### src/rtl/mem_access_ctrl_if.sv
// Data-bus bundle between the MEM-stage access controller and the memory
// side: request/grant handshake, registered request fields, response.
interface mem_access_ctrl_if #(
  parameter int ADDR_W = 32,
  parameter int DATA_W = 32
);
  logic                  bus_req;
  logic                  bus_we;
  logic [ADDR_W-1:0]     bus_addr;
  logic [DATA_W-1:0]     bus_wdata;
  logic [DATA_W/8-1:0]   bus_be;
  logic                  bus_gnt;
  logic                  bus_rvalid;
  logic [DATA_W-1:0]     bus_rdata;

  modport master (
    output bus_req, bus_we, bus_addr, bus_wdata, bus_be,
    input  bus_gnt, bus_rvalid, bus_rdata
  );

  modport slave (
    input  bus_req, bus_we, bus_addr, bus_wdata, bus_be,
    output bus_gnt, bus_rvalid, bus_rdata
  );
endinterface

### src/rtl/mem_access_ctrl.sv
// MEM-stage load/store sequencer for a req/gnt/rvalid data bus.
// Holds the MEM stage while an access is in flight, lets a flushed access
// drain once granted, and aborts a wait that exceeds TIMEOUT cycles.
//
//  state  | meaning
//  IDLE   | no access; accept a new MEM-stage request
//  REQ    | bus_req high, waiting for grant (can still be withdrawn)
//  WAIT   | granted, waiting for rvalid; counts cycles toward timeout
//  DONE   | result stable, stall released; MEM/WB captures this edge
module mem_access_ctrl #(
  parameter int ADDR_W  = 32,
  parameter int DATA_W  = 32,
  parameter int TIMEOUT = 255
) (
  input  logic                clk,
  input  logic                rst_n,
  input  logic                mem_req_i,
  input  logic                mem_we_i,
  input  logic [ADDR_W-1:0]   mem_addr_i,
  input  logic [DATA_W-1:0]   mem_wdata_i,
  input  logic [DATA_W/8-1:0] mem_be_i,
  input  logic                flush_i,
  mem_access_ctrl_if.master   bus,
  output logic                stall_mem_o,
  output logic [DATA_W-1:0]   mem_rdata_o,
  output logic                timeout_o
);
  localparam int CNT_W = (TIMEOUT < 1) ? 1 : $clog2(TIMEOUT + 1);
  localparam logic [CNT_W-1:0] CNT_MAX = CNT_W'(TIMEOUT);

  typedef enum logic [1:0] {S_IDLE, S_REQ, S_WAIT, S_DONE} state_t;

  state_t                state_q, state_d;
  logic                  kill_q, kill_d;
  logic [CNT_W-1:0]      cnt_q, cnt_d, cnt_inc;
  logic                  we_q, we_d;
  logic [ADDR_W-1:0]     addr_q, addr_d;
  logic [DATA_W-1:0]     wdata_q, wdata_d;
  logic [DATA_W/8-1:0]   be_q, be_d;
  logic [DATA_W-1:0]     rdata_q, rdata_d;
  logic                  timeout_q, timeout_d;
  logic                  bus_req_c;
  logic                  stall_c;

  // State and datapath registers with synchronous active-low reset.
  always_ff @(posedge clk) begin
    if (!rst_n) begin
      state_q   <= S_IDLE;
      kill_q    <= 1'b0;
      cnt_q     <= '0;
      we_q      <= 1'b0;
      addr_q    <= '0;
      wdata_q   <= '0;
      be_q      <= '0;
      rdata_q   <= '0;
      timeout_q <= 1'b0;
    end else begin
      state_q   <= state_d;
      kill_q    <= kill_d;
      cnt_q     <= cnt_d;
      we_q      <= we_d;
      addr_q    <= addr_d;
      wdata_q   <= wdata_d;
      be_q      <= be_d;
      rdata_q   <= rdata_d;
      timeout_q <= timeout_d;
    end
  end

  // Next-state, capture and handshake/stall decode.
  always_comb begin
    state_d   = state_q;
    kill_d    = kill_q;
    cnt_d     = cnt_q;
    we_d      = we_q;
    addr_d    = addr_q;
    wdata_d   = wdata_q;
    be_d      = be_q;
    rdata_d   = rdata_q;
    timeout_d = 1'b0;
    bus_req_c = 1'b0;
    stall_c   = 1'b0;
    // Saturating increment so the counter can never wrap.
    cnt_inc   = (cnt_q == CNT_MAX) ? cnt_q : cnt_q + CNT_W'(1);

    case (state_q)
      S_IDLE: begin
        if (mem_req_i && !flush_i) begin
          stall_c = 1'b1;
          we_d    = mem_we_i;
          addr_d  = mem_addr_i;
          wdata_d = mem_wdata_i;
          be_d    = mem_be_i;
          state_d = S_REQ;
        end
      end
      S_REQ: begin
        stall_c   = 1'b1;
        bus_req_c = 1'b1;
        // An ungranted request may be withdrawn, so flush beats grant.
        if (flush_i) begin
          state_d = S_IDLE;
        end else if (bus.bus_gnt) begin
          cnt_d   = '0;
          state_d = S_WAIT;
        end
      end
      S_WAIT: begin
        stall_c = 1'b1;
        if (bus.bus_rvalid) begin
          kill_d = 1'b0;
          if (kill_q || flush_i) begin
            state_d = S_IDLE;
          end else begin
            if (!we_q) rdata_d = bus.bus_rdata;
            state_d = S_DONE;
          end
        end else if (cnt_inc == CNT_MAX) begin
          rdata_d   = '0;
          timeout_d = 1'b1;
          kill_d    = 1'b0;
          state_d   = (kill_q || flush_i) ? S_IDLE : S_DONE;
        end else begin
          cnt_d = cnt_inc;
          // Granted access must drain; remember to discard its result.
          if (flush_i) kill_d = 1'b1;
        end
      end
      S_DONE: begin
        state_d = S_IDLE;
      end
      default: begin
        state_d = S_IDLE;
      end
    endcase
  end

  assign bus.bus_req   = bus_req_c;
  assign bus.bus_we    = we_q;
  assign bus.bus_addr  = addr_q;
  assign bus.bus_wdata = wdata_q;
  assign bus.bus_be    = be_q;
  assign stall_mem_o   = stall_c;
  assign mem_rdata_o   = rdata_q;
  assign timeout_o     = timeout_q;
endmodule

### src/flat_wrapper.sv
// flat-port wrapper written by rule: the top's interface ports become plain ports
module mem_access_ctrl_flat 
#(
  parameter int ADDR_W  = 32,
  parameter int DATA_W  = 32,
  parameter int TIMEOUT = 255
)
  (clk, rst_n, mem_req_i, mem_we_i, mem_addr_i, mem_wdata_i, mem_be_i, flush_i, stall_mem_o, mem_rdata_o, timeout_o, bus_bus_req, bus_bus_we, bus_bus_addr, bus_bus_wdata, bus_bus_be, bus_bus_gnt, bus_bus_rvalid, bus_bus_rdata);
  mem_access_ctrl_if #(.ADDR_W(ADDR_W), .DATA_W(DATA_W)) bus_i ();
  input  logic clk;
  input  logic rst_n;
  input  logic mem_req_i;
  input  logic mem_we_i;
  input  logic [ADDR_W-1:0] mem_addr_i;
  input  logic [DATA_W-1:0] mem_wdata_i;
  input  logic [DATA_W/8-1:0] mem_be_i;
  input  logic flush_i;
  output logic stall_mem_o;
  output logic [DATA_W-1:0] mem_rdata_o;
  output logic timeout_o;
  output wire logic [$bits(bus_i.bus_req)-1:0] bus_bus_req;
  output wire logic [$bits(bus_i.bus_we)-1:0] bus_bus_we;
  output wire logic [$bits(bus_i.bus_addr)-1:0] bus_bus_addr;
  output wire logic [$bits(bus_i.bus_wdata)-1:0] bus_bus_wdata;
  output wire logic [$bits(bus_i.bus_be)-1:0] bus_bus_be;
  input wire logic [$bits(bus_i.bus_gnt)-1:0] bus_bus_gnt;
  input wire logic [$bits(bus_i.bus_rvalid)-1:0] bus_bus_rvalid;
  input wire logic [$bits(bus_i.bus_rdata)-1:0] bus_bus_rdata;
  assign bus_bus_req = bus_i.bus_req;
  assign bus_bus_we = bus_i.bus_we;
  assign bus_bus_addr = bus_i.bus_addr;
  assign bus_bus_wdata = bus_i.bus_wdata;
  assign bus_bus_be = bus_i.bus_be;
  assign bus_i.bus_gnt = bus_bus_gnt;
  assign bus_i.bus_rvalid = bus_bus_rvalid;
  assign bus_i.bus_rdata = bus_bus_rdata;
  mem_access_ctrl #(.ADDR_W(ADDR_W), .DATA_W(DATA_W), .TIMEOUT(TIMEOUT)) u_core (.clk(clk), .rst_n(rst_n), .mem_req_i(mem_req_i), .mem_we_i(mem_we_i), .mem_addr_i(mem_addr_i), .mem_wdata_i(mem_wdata_i), .mem_be_i(mem_be_i), .flush_i(flush_i), .bus(bus_i), .stall_mem_o(stall_mem_o), .mem_rdata_o(mem_rdata_o), .timeout_o(timeout_o));
endmodule
### config.mk
export PLATFORM = sky130hd
export DESIGN_NAME = mem_access_ctrl_flat
export DESIGN_NICKNAME = d
export VERILOG_FILES = /design/src/rtl/mem_access_ctrl_if.sv /design/src/rtl/mem_access_ctrl.sv /design/src/flat_wrapper.sv
export SDC_FILE = /design/constraint.sdc
export NUM_CORES = 1
export LEC_CHECK = 0
export ABC_AREA = 1
export CAP_MARGIN = 20
export CORE_MARGIN = 5
export CORE_UTILIZATION = 46
export CTS_CLUSTER_DIAMETER = 40
export DETAILED_ROUTE_END_ITERATION = 7
export PLACE_DENSITY = 0.86
export SLEW_MARGIN = 20
export SYNTH_ARGS = -nofsm -noshare
export SYNTH_HDL_FRONTEND = slang
export SYNTH_SLANG_ARGS = --single-unit
### constraint.sdc
create_clock -name clk -period 5.1 [get_ports clk]
set_clock_uncertainty 0.15 [all_clocks]
set_input_delay 1.53 -clock clk [delete_from_list [all_inputs] [get_ports clk]]
set_output_delay 1.53 -clock clk [all_outputs]
set_load 0.02 [all_outputs]
# Yosys cells after proc, flatten, opt, wreduce, memory -nomap -nowiden
# Cells that the tools add are included.
dict set report word_totals {
  reg_bits 113
  inputBits 107
  wordCells 64
}
dict set report op_classes {
  reduce_logical 14
  add_sub_neg 1
  muxes 24
  n_bitwise 2
  n_eq_ne 14
}
# op count
set ops {}
lappend ops {{32-bit two-way mux} 4}
lappend ops {{8-bit two-way mux} 5}
lappend ops {{8-bit == test (second input constant)} 2}
lappend ops {{8-bit one-hot mux with 2 select lines} 1}
lappend ops {{2-bit two-way mux} 6}
lappend ops {{2-bit != test (second input constant)} 6}
lappend ops {{8-bit by 1-bit adder with 8-bit output (second input constant)} 1}
lappend ops {{2-bit one-hot mux with 4 select lines} 1}
lappend ops {{1-bit two-way mux} 6}
lappend ops {{5-bit AND reduction} 1}
lappend ops {{2-bit == test (second input constant)} 2}
lappend ops {{2-bit AND reduction} 2}
lappend ops {{4-bit AND reduction} 1}
lappend ops {{2-bit nonzero test} 2}
lappend ops {{3-bit by 2-bit != test with 1-bit output (second input constant)} 1}
lappend ops {{3-bit != test (second input constant)} 1}
lappend ops {{3-bit AND reduction} 1}
lappend ops {{3-bit nonzero test} 1}
lappend ops {{3-bit OR reduction} 1}
lappend ops {{2-bit by 1-bit == test with 1-bit output (second input constant)} 1}
lappend ops {{2-bit zero test} 1}
lappend ops {{2-bit by 1-bit != test with 1-bit output (second input constant)} 1}
lappend ops {{1-bit NOT} 2}
lappend ops {{1-bit one-hot mux with 2 select lines} 1}
lappend ops {{4 further kinds} 4}

# Longest topological paths before layout
# Gate-level depths: netlist of run 1.
dict set report depth {
  ltp_word 6
  ltp_mapped 15
  mapped_depth_nobuf 14
}

# Least setup slack after synthesis of run 1
# Ideal clock, no wire load.
dict set report synth_path {
  path_kind {in2out}
  from {input flush_i}
  to {output stall_mem_o}
  n_path_buf 2
  path_slack_ps 931
  cell_stages 5
  required_time_ps 3420
  arrival_ps 2489
  path_cell_list {inv_1 -> nand3_1 -> clkbuf_1 -> clkbuf_1 -> a21oi_1}
}
dict set report synth_between {
  elab_chain_len 4
}
# element line_no
set synth_rtl {}
lappend synth_rtl {{from (decl)} flat_wrapper.sv:17} ;# input logic flush_i;
lappend synth_rtl {{1-bit zero test} mem_access_ctrl.sv:88} ;# if (mem_req_i && !flush_i) begin
lappend synth_rtl {{1-bit logical AND} mem_access_ctrl.sv:88}
lappend synth_rtl {{1-bit two-way mux} mem_access_ctrl.sv:88}
lappend synth_rtl {{1-bit one-hot mux with 2 select lines} mem_access_ctrl.sv:86} ;# case (state_q)
lappend synth_rtl {{to (decl)} flat_wrapper.sv:18} ;# output logic stall_mem_o;
# Every way passes these cells.

# Worst setup path in the final report of run 1
# Ends and elaborated chain as after synthesis.

==> results of run 1 <==
registers in the layout, indices dropped and copies added (netlist names):
name	cells
u_core.bus.bus_addr	32
u_core.bus.bus_be	4
u_core.bus.bus_wdata	32
u_core.bus.bus_we	1
u_core.cnt_q	8
u_core.kill_q	1
u_core.mem_rdata_o	32
u_core.state_q	2
u_core.timeout_o	1
critical path, stage by stage:
cell and delay (ns):
clkdlybuf4s50_1 0.42, inv_1 0.16, nand3_4 0.09, a21oi_1 0.15, clkdlybuf4s50_1 0.67
worst paths after layout:
| kind | endpoint | slack, ns |
|---|---|---|
| hold reg to reg | u_core.bus.bus_addr[30] | 0.29 |
| setup reg to reg | u_core.mem_rdata_o[15] | 2.37 |
| setup / recovery | stall_mem_o | 0.41 |
| hold / removal | u_core.bus.bus_addr[30] | 0.29 |
layout make-up:
type                            instances  area (sq um)
Fill cell                             860          2960
Clock inverter                         10           183
Inverter                              152           571
Clock buffer                           21           449
Sequential cell                       113          2260
Multi-Input combinational cell        419          1980
Tap cell                              140           175
Timing Repair Buffer                  216          2160
cell families after synthesis:
| group | Yosys count | share of synthesized area |
|---|---|---|
| AOI/OAI and AO/OA | 159 | 0.160 |
| and+or+nand+nor | 253 | 0.216 |
| xor gates and xnor gates | 1 | 0.00175 |
| buffers and inverters | 199 | 0.155 |
| DFF | 113 | 0.452 |
| adders and majority gates | 6 | 0.0150 |
cell usage after synthesis (all sizes together):
library cell / instances
o211ai: 1
xnor2: 1
clkbuf: 33
o21ai: 77
inv: 152
nand3: 13
ha: 6
and3: 1
buf: 14
nor2: 61
a21boi: 1
a21oi: 79
nand2: 145
dfxtp: 113
a211oi: 1
nand4: 33
power by group through the flow:
stage                     combinational (mW)  sequential, mW  clock [mW]
final                                   1.27            1.17        1.26
after global routing                    1.41            1.20        1.33
after CTS                               1.28            1.17        1.28
after detailed placement                1.27            1.19           0
after global placement                  1.25            1.18           0
after floorplan                        0.602            1.35           0
layer usage:
layer,up-vias,global-route usage
li1,2633,-
met1,2213,0.245
met2,195,0.349
met3,15,0.116
met4,0,0.0594
met5,-,0
==> impl_metrics.json, run 1 <==
{
  "status": "complete, no violations",
  "design.core.area_sq_um": 10700,
  "grtUsageTotal": 0.215,
  "synthCells": 731,
  "wirelength_um": 14300,
  "power.internal_mw": 2.47,
  "tns_ns": 0,
  "holdBufCountCts": 0,
  "clock_path_buffers": 2,
  "cts.sinks": 113,
  "p_sw_mw": 1.23,
  "via_per_inst": 4.72,
  "final_common_cell": "clkdlybuf4s50_1",
  "drive_above_1_share": 0.0483,
  "die_h_um": 114,
  "cts.repair.resized": 0,
  "clkTransAtPathRegs_ns": 0.05,
  "antenna_found_initial": 0,
  "startpoint": "flush_i",
  "swShare": 0.333,
  "cts_setup_buffers": 0,
  "timing.final.crit_period_ns": 4.69,
  "min_period_over_period": 0.919,
  "maxSlewViolCount": 0,
  "rsz0062_at_grt": "no",
  "drt_iter0_drc": 462,
  "p_total_mw": 3.70,
  "stdcell_area_sq_um": 7780,
  "final_cell_count_no_fill": 1071,
  "min_delay_path_depth": 2,
  "slew_headroom": 0.361,
  "path_max_fanout": 4,
  "insertion_delay_ns": 0.49,
  "area_growth_syn_to_layout_pct": 55.4,
  "synth_seq_cells": 113,
  "arrival_ns": 3.01,
  "cts-buffers-inserted": 17,
  "crit_type": "in -> out",
  "cap_violations": 0,
  "synth_area_sq_um": 5010,
  "drt_first_pass_iters": 4,
  "yosysTopAreaCellShare": 0.452,
  "yosysWarnings": 0,
  "worst-r2r-cell-count": 13,
  "dpl.hpwl_um": 10000,
  "cp-start-kind": "primary input",
  "tritoncts": "done",
  "ys_types": 25,
  "yosysSeqAreaShare": 0.452,
  "met3_length_um": 1870,
  "fmax_mhz": 213,
  "vias": 5056,
  "dieArea_sq_um": 13100,
  "setup_viol": 0,
  "fin_nets": 1032,
  "pre_cts_ws_ns": 0.397,
  "top_layer": "met4",
  "grt_start_max_net_pins": 139,
  "p_per_area_nw_per_um2": 476,
  "pwr-share-clk": 0.340,
  "cp.required_ns": 3.42,
  "grt_pass1_wl_um": 22500,
  "wl_met2_um": 6560,
  "drtAntennaViolNets": 0,
  "hold_viol_final": 0,
  "synth_fp_nets": 844,
  "rows": 38,
  "min_from": "u_core.bus.bus_addr[30]",
  "irDropWorstVdd_v": 0.000298,
  "clockRootBuffer": "clkbuf_8",
  "p_leak_nw": 3.21,
  "initial_core_util": 0.466,
  "combPwrFrac": 0.343,
  "place_area_sq_um": 7150,
  "grt_pass1_vias": 4722,
  "r2r_start": "u_core.cnt_q[1]",
  "detail_route.wl_per_cell_um": 13.3,
  "synth_top_cell_by_area": "dfxtp_1",
  "dieWidth_um": 114,
  "cts-htree-levels": 4,
  "globalplace.congestion": 0.862,
  "critPathCaptureType": "primary output",
  "diodes": 0,
  "gr-total-overflow": 0,
  "drc": 0,
  "seq_power_share": 0.317,
  "tightest_slew_ns": 0.959,
  "portBuffers": 210,
  "hp-class": "reg -> reg",
  "synth.area.top_cells": "dfxtp_1, inv_1, nand2_1",
  "io_pins": 211,
  "met1_length_um": 5620,
  "worst_slack_ns": 0.411,
  "final_cell_mix": "clkdlybuf4s50_1, inv_1, nand2_1, dfxtp_1, a21oi_1",
  "synth.avg_cell_area_sq_um": 6.85,
  "dp.cells": 1040,
  "whs_ns": 0.290,
  "fin_util": 0.724
}
(Power assumes the default switching activity.)
==> run 2: changes to the inputs <==
- CORE_UTILIZATION: 46 -> 65
- DONT_BUFFER_PORTS: unset -> 1
- PLACE_DENSITY: 0.86 -> 0.81
==> run 2 against run 1 <==
  * Combinational power decreased by 46%
  * Sequential power increased by 19%
  * Routed wire length decreased by 15%
  * First-iteration DRC count shrank 65%
  * Sequential cell count unchanged
  * Critical path depth fell by 2
  * Critical path type unchanged
  * Critical endpoint unchanged
  * Largest cell class unchanged
==> impl_metrics.json, run 2 (synthesis gave the netlist of run 1 again) <==
{
  "pwr-share-clk": 0.375,
  "min_period_over_period": 0.763,
  "globalplace.congestion": 0.906,
  "place_area_sq_um": 4970,
  "setup_viol": 0,
  "swShare": 0.364,
  "hp-class": "reg -> reg",
  "timing.final.crit_period_ns": 3.89,
  "rows": 32,
  "grt_pass1_wl_um": 19700,
  "critPathCaptureType": "primary output",
  "detail_route.wl_per_cell_um": 14.7,
  "clkTransAtPathRegs_ns": 0.06,
  "grt_pass1_vias": 4156,
  "diodes": 0,
  "crit_type": "in -> out",
  "initial_core_util": 0.658,
  "drt_iter0_drc": 160,
  "cp-start-kind": "primary input",
  "combPwrFrac": 0.206,
  "p_per_area_nw_per_um2": 591,
  "stdcell_area_sq_um": 5600,
  "hold_viol_final": 0,
  "seq_power_share": 0.419,
  "cts-buffers-inserted": 17,
  "tns_ns": 0,
  "clockRootBuffer": "clkbuf_8",
  "final_cell_mix": "inv_1, nand2_1, dfxtp_1, a21oi_1, o21ai_0",
  "maxSlewViolCount": 0,
  "grt_start_max_net_pins": 139,
  "tightest_slew_ns": 0.770,
  "final_common_cell": "inv_1",
  "irDropWorstVdd_v": 0.000327,
  "vias": 4355,
  "p_sw_mw": 1.20,
  "grtUsageTotal": 0.250,
  "min_from": "u_core.state_q[1]",
  "clock_path_buffers": 2,
  "fin_nets": 819,
  "gr-total-overflow": 0,
  "cts.sinks": 113,
  "drive_above_1_share": 0.0612,
  "arrival_ns": 2.21,
  "insertion_delay_ns": 0.50,
  "antenna_found_initial": 0,
  "area_growth_syn_to_layout_pct": 11.8,
  "slew_headroom": 0.487,
  "cts_setup_buffers": 0,
  "cts-htree-levels": 4,
  "startpoint": "flush_i",
  "wirelength_um": 12100,
  "drtAntennaViolNets": 0,
  "dieArea_sq_um": 9560,
  "drc": 0,
  "portBuffers": 0,
  "dpl.hpwl_um": 8240,
  "fmax_mhz": 257,
  "path_max_fanout": 4,
  "r2r_start": "u_core.cnt_q[1]",
  "tritoncts": "done",
  "cap_violations": 0,
  "cp.required_ns": 3.42,
  "holdBufCountCts": 0,
  "die_h_um": 97.8,
  "io_pins": 211,
  "rsz0062_at_grt": "no",
  "status": "complete, no violations",
  "power.internal_mw": 2.11,
  "dieWidth_um": 97.8,
  "p_leak_nw": 2.41,
  "design.core.area_sq_um": 7610,
  "via_per_inst": 5.30,
  "drt_first_pass_iters": 4,
  "cts.repair.resized": 0
}
## run 2: layer usage
layer | up-vias | share of wire | global-route usage
li1 | 2210 | - | -
met1 | 1919 | 0.37 | 0.277
met2 | 199 | 0.49 | 0.414
met3 | 27 | 0.11 | 0.117
met4 | 0 | 0.027 | 0.101
met5 | - | 0 | 0
## run 2: critical path, cell delays in order
cell and delay, ns:
inv_1 0.11, nand3_4 0.08, a21oi_1 0.48
## run 2: through the flow
step                      setup WS, ns  power, mW  utilization  instances  hold slack [ns]
after floorplan                  0.931       1.95            -        731            0.350
after global routing              1.18       3.51        0.736        821            0.416
final                             1.21       3.31        0.736        821            0.383
after CTS                         1.22       3.32        0.736        821            0.382
after global placement            1.22       2.04        0.653        789            0.369
after detailed placement          1.21       2.08        0.653        789            0.374
## run 2: layout make-up
cell class	count	area [sq um]
sequential	113	2260
fill	601	2010
multi-input combinational	419	1980
inverter	152	571
clock buffer	18	428
clock inverter	14	201
tap	102	128
timing repair buffer	3	26.3
## run 2: power groups by stage
| stage | clock network, mW | logic (mW) | registers, mW |
|---|---|---|---|
| after floorplan | 0 | 0.602 | 1.35 |
| after global placement | 0 | 0.640 | 1.40 |
| after detailed placement | 0 | 0.672 | 1.40 |
| after CTS | 1.25 | 0.680 | 1.39 |
| after global routing | 1.30 | 0.802 | 1.41 |
| final | 1.24 | 0.683 | 1.39 |
## run 2: path summary, 6_finish.rpt
kind | to | slack, ns | cells after the start
setup reg to reg | u_core.mem_rdata_o[2] | 2.05 | 13
setup / recovery | stall_mem_o | 1.21 | 3
hold / removal | u_core.state_q[1] | 0.38 | 2
hold reg to reg | u_core.state_q[1] | 0.38 | 2
==> run 3: changes to the inputs <==
- CORE_UTILIZATION: 65 -> 57
- PLACE_DENSITY: 0.81 -> 0.75
- clock period: 5.1 -> 3.5 ns (I/O delays scaled with it)
==> run 3 against run 2 <==
  * Routed wire length down 1.0%
  * Critical path depth grew 1
  * Cell count up 0.85%
  * Non-clock buffer count is 1 higher
  * Worst hold slack better by 0.010 ns
  * Final area is 1.0% lower
  * Die area up 13%
  * Critical path type is now reg -> out
  * Largest cell class unchanged
==> impl_metrics.json, run 3 (synthesis gave the netlist of run 1 again) <==
{
  "status": "complete, no violations",
  "r2r_start": "u_core.cnt_q[1]",
  "tritoncts": "done",
  "drt_iter0_drc": 199,
  "drtAntennaViolNets": 0,
  "dieWidth_um": 104,
  "clkTransAtPathRegs_ns": 0.05,
  "portBuffers": 0,
  "cts.repair.resized": 0,
  "pwr-share-clk": 0.344,
  "holdBufCountCts": 0,
  "fmax_mhz": 345,
  "area_growth_syn_to_layout_pct": 10.7,
  "clock_path_buffers": 2,
  "cp_top_family": "flip-flops",
  "combPwrFrac": 0.216,
  "cp_slowest_cell": "dfxtp_1",
  "crit_type": "reg -> out",
  "irDropWorstVdd_v": 0.000437,
  "use_met2": 0.354,
  "dieArea_sq_um": 10800,
  "gr-usage-met1": 0.245,
  "stdcell_area_sq_um": 5540,
  "cts-htree-levels": 4,
  "die_h_um": 104,
  "gr-total-overflow": 0,
  "cts_setup_buffers": 0,
  "cp-start-kind": "flop",
  "fin_nets": 820,
  "swShare": 0.370,
  "via_per_inst": 5.21,
  "wirelength_um": 12000,
  "final_cell_mix": "inv_1, nand2_1, dfxtp_1, a21oi_1, o21ai_0",
  "p_leak_nw": 2.38,
  "grt_pass1_wl_um": 19400,
  "final_common_cell": "inv_1",
  "drc": 0,
  "cpMostUsedCell": "inv_1",
  "place_area_sq_um": 4980,
  "grt_pass1_vias": 4010,
  "clockRootBuffer": "clkbuf_8",
  "power.internal_mw": 2.90,
  "gr-usage-met3": 0.101,
  "globalplace.congestion": 0.829,
  "setup_viol": 0,
  "min_from": "u_core.bus.bus_wdata[6]",
  "reg2reg_to": "u_core.mem_rdata_o[4]",
  "min_period_over_period": 0.828,
  "drt_first_pass_iters": 4,
  "rows": 34,
  "timing.final.crit_period_ns": 2.90,
  "maxSlewViolCount": 0,
  "vias": 4312,
  "critPathCaptureType": "primary output",
  "p_per_area_nw_per_um2": 830,
  "cts.sinks": 113,
  "slew_headroom": 0.483,
  "io_pins": 211,
  "crit_chain": "inv_1 > ha_1 > inv_1 > a21oi_1",
  "design.core.area_sq_um": 8640,
  "insertion_delay_ns": 0.49,
  "cap_violations": 0,
  "grtUsageTotal": 0.213,
  "initial_core_util": 0.580,
  "drive_above_1_share": 0.0597,
  "dpl.hpwl_um": 8040,
  "grt_start_max_net_pins": 139,
  "seq_power_share": 0.439,
  "path_max_fanout": 4,
  "tightest_slew_ns": 0.776,
  "diodes": 0,
  "grt.busiest_layer": "met2",
  "worst-r2r-cell-count": 13,
  "cp.depth": 4,
  "hp-class": "reg -> reg",
  "slowest_delay_ns": 0.40,
  "detail_route.wl_per_cell_um": 14.4,
  "cts-buffers-inserted": 17,
  "min_delay_path_depth": 2,
  "worst-path-buf-inv": 2,
  "r2r_setup_slack_ns": 1.02,
  "cp.required_ns": 2.30,
  "hold_viol_final": 0,
  "p_sw_mw": 1.70,
  "hold_path_end": "u_core.bus.bus_wdata[6]",
  "arrival_ns": 1.70,
  "tns_ns": 0,
  "antenna_found_initial": 0,
  "rsz0062_at_grt": "no"
}
-- run 3: changes by cell type in the layout (fill, tap and decap cells not counted), sizes merged --
| cell | change |
|---|---|
| buf | +1 |
| bufinv | -3 |
| clkbuf | +5 |
| clkinv | +1 |
| clkinvlp | +1 |
| inv | -4 |
-- run 3: per-stage QoR --
stage                     cells  total power [mW]  hold WS [ns]  worst slack [ns]  utilization
final                       828              4.60         0.393             0.604        0.642
after global routing        828              4.90         0.408             0.500        0.642
after CTS                   828              4.63         0.396             0.553        0.642
after detailed placement    796              3.03         0.387             0.641        0.577
after global placement      796              2.97         0.367             0.660        0.577
after floorplan             731              2.84         0.350             0.291            -
-- run 3: how the worst max path moves through the flow --
stage | startpoint | endpoint | slack [ns]
floorplan | flush_i | stall_mem_o | 0.29
detailed placement | flush_i | stall_mem_o | 0.64
global route | u_core.state_q[1] | stall_mem_o | 0.50
global placement | flush_i | stall_mem_o | 0.66
CTS | u_core.state_q[1] | stall_mem_o | 0.55
finish | u_core.state_q[1] | stall_mem_o | 0.60
-- run 3: cell type report --
type,count,area (sq um)
clock inverter,9,81.3
fill,760,3090
tap,108,135
timing repair buffer,4,33.8
inverter,152,571
sequential,113,2260
multi-input combinational,419,1980
clock buffer,23,477
-- run 3: worst register-to-register path, cell delays in order, from the launching register on --
cell     delay (ns)
dfxtp_1        0.41
ha_1           0.27
nand2_1        0.11
nor2_2         0.16
nand2_2        0.14
nand2_1        0.15
nand3_1        0.09
nor2_1         0.12
nand2_1        0.09
nand2_2        0.09
buf_4          0.33
nand4_1        0.15
nand2_1        0.09
nor2_1         0.04
-- run 3: power by group through the flow --
stage	clock (mW)	combinational (mW)	sequential, mW
final	1.58	0.995	2.02
after global routing	1.67	1.17	2.05
after global placement	0	0.931	2.04
after detailed placement	0	0.980	2.05
after floorplan	0	0.877	1.96
after CTS	1.61	0.996	2.03
-- run 3: routing by layer --
layer	routed length (um)	vias to the layer above
met5	0	-
met2	5880	181
met3	1280	11
met4	105	0
li1	-	2215
met1	4690	1905
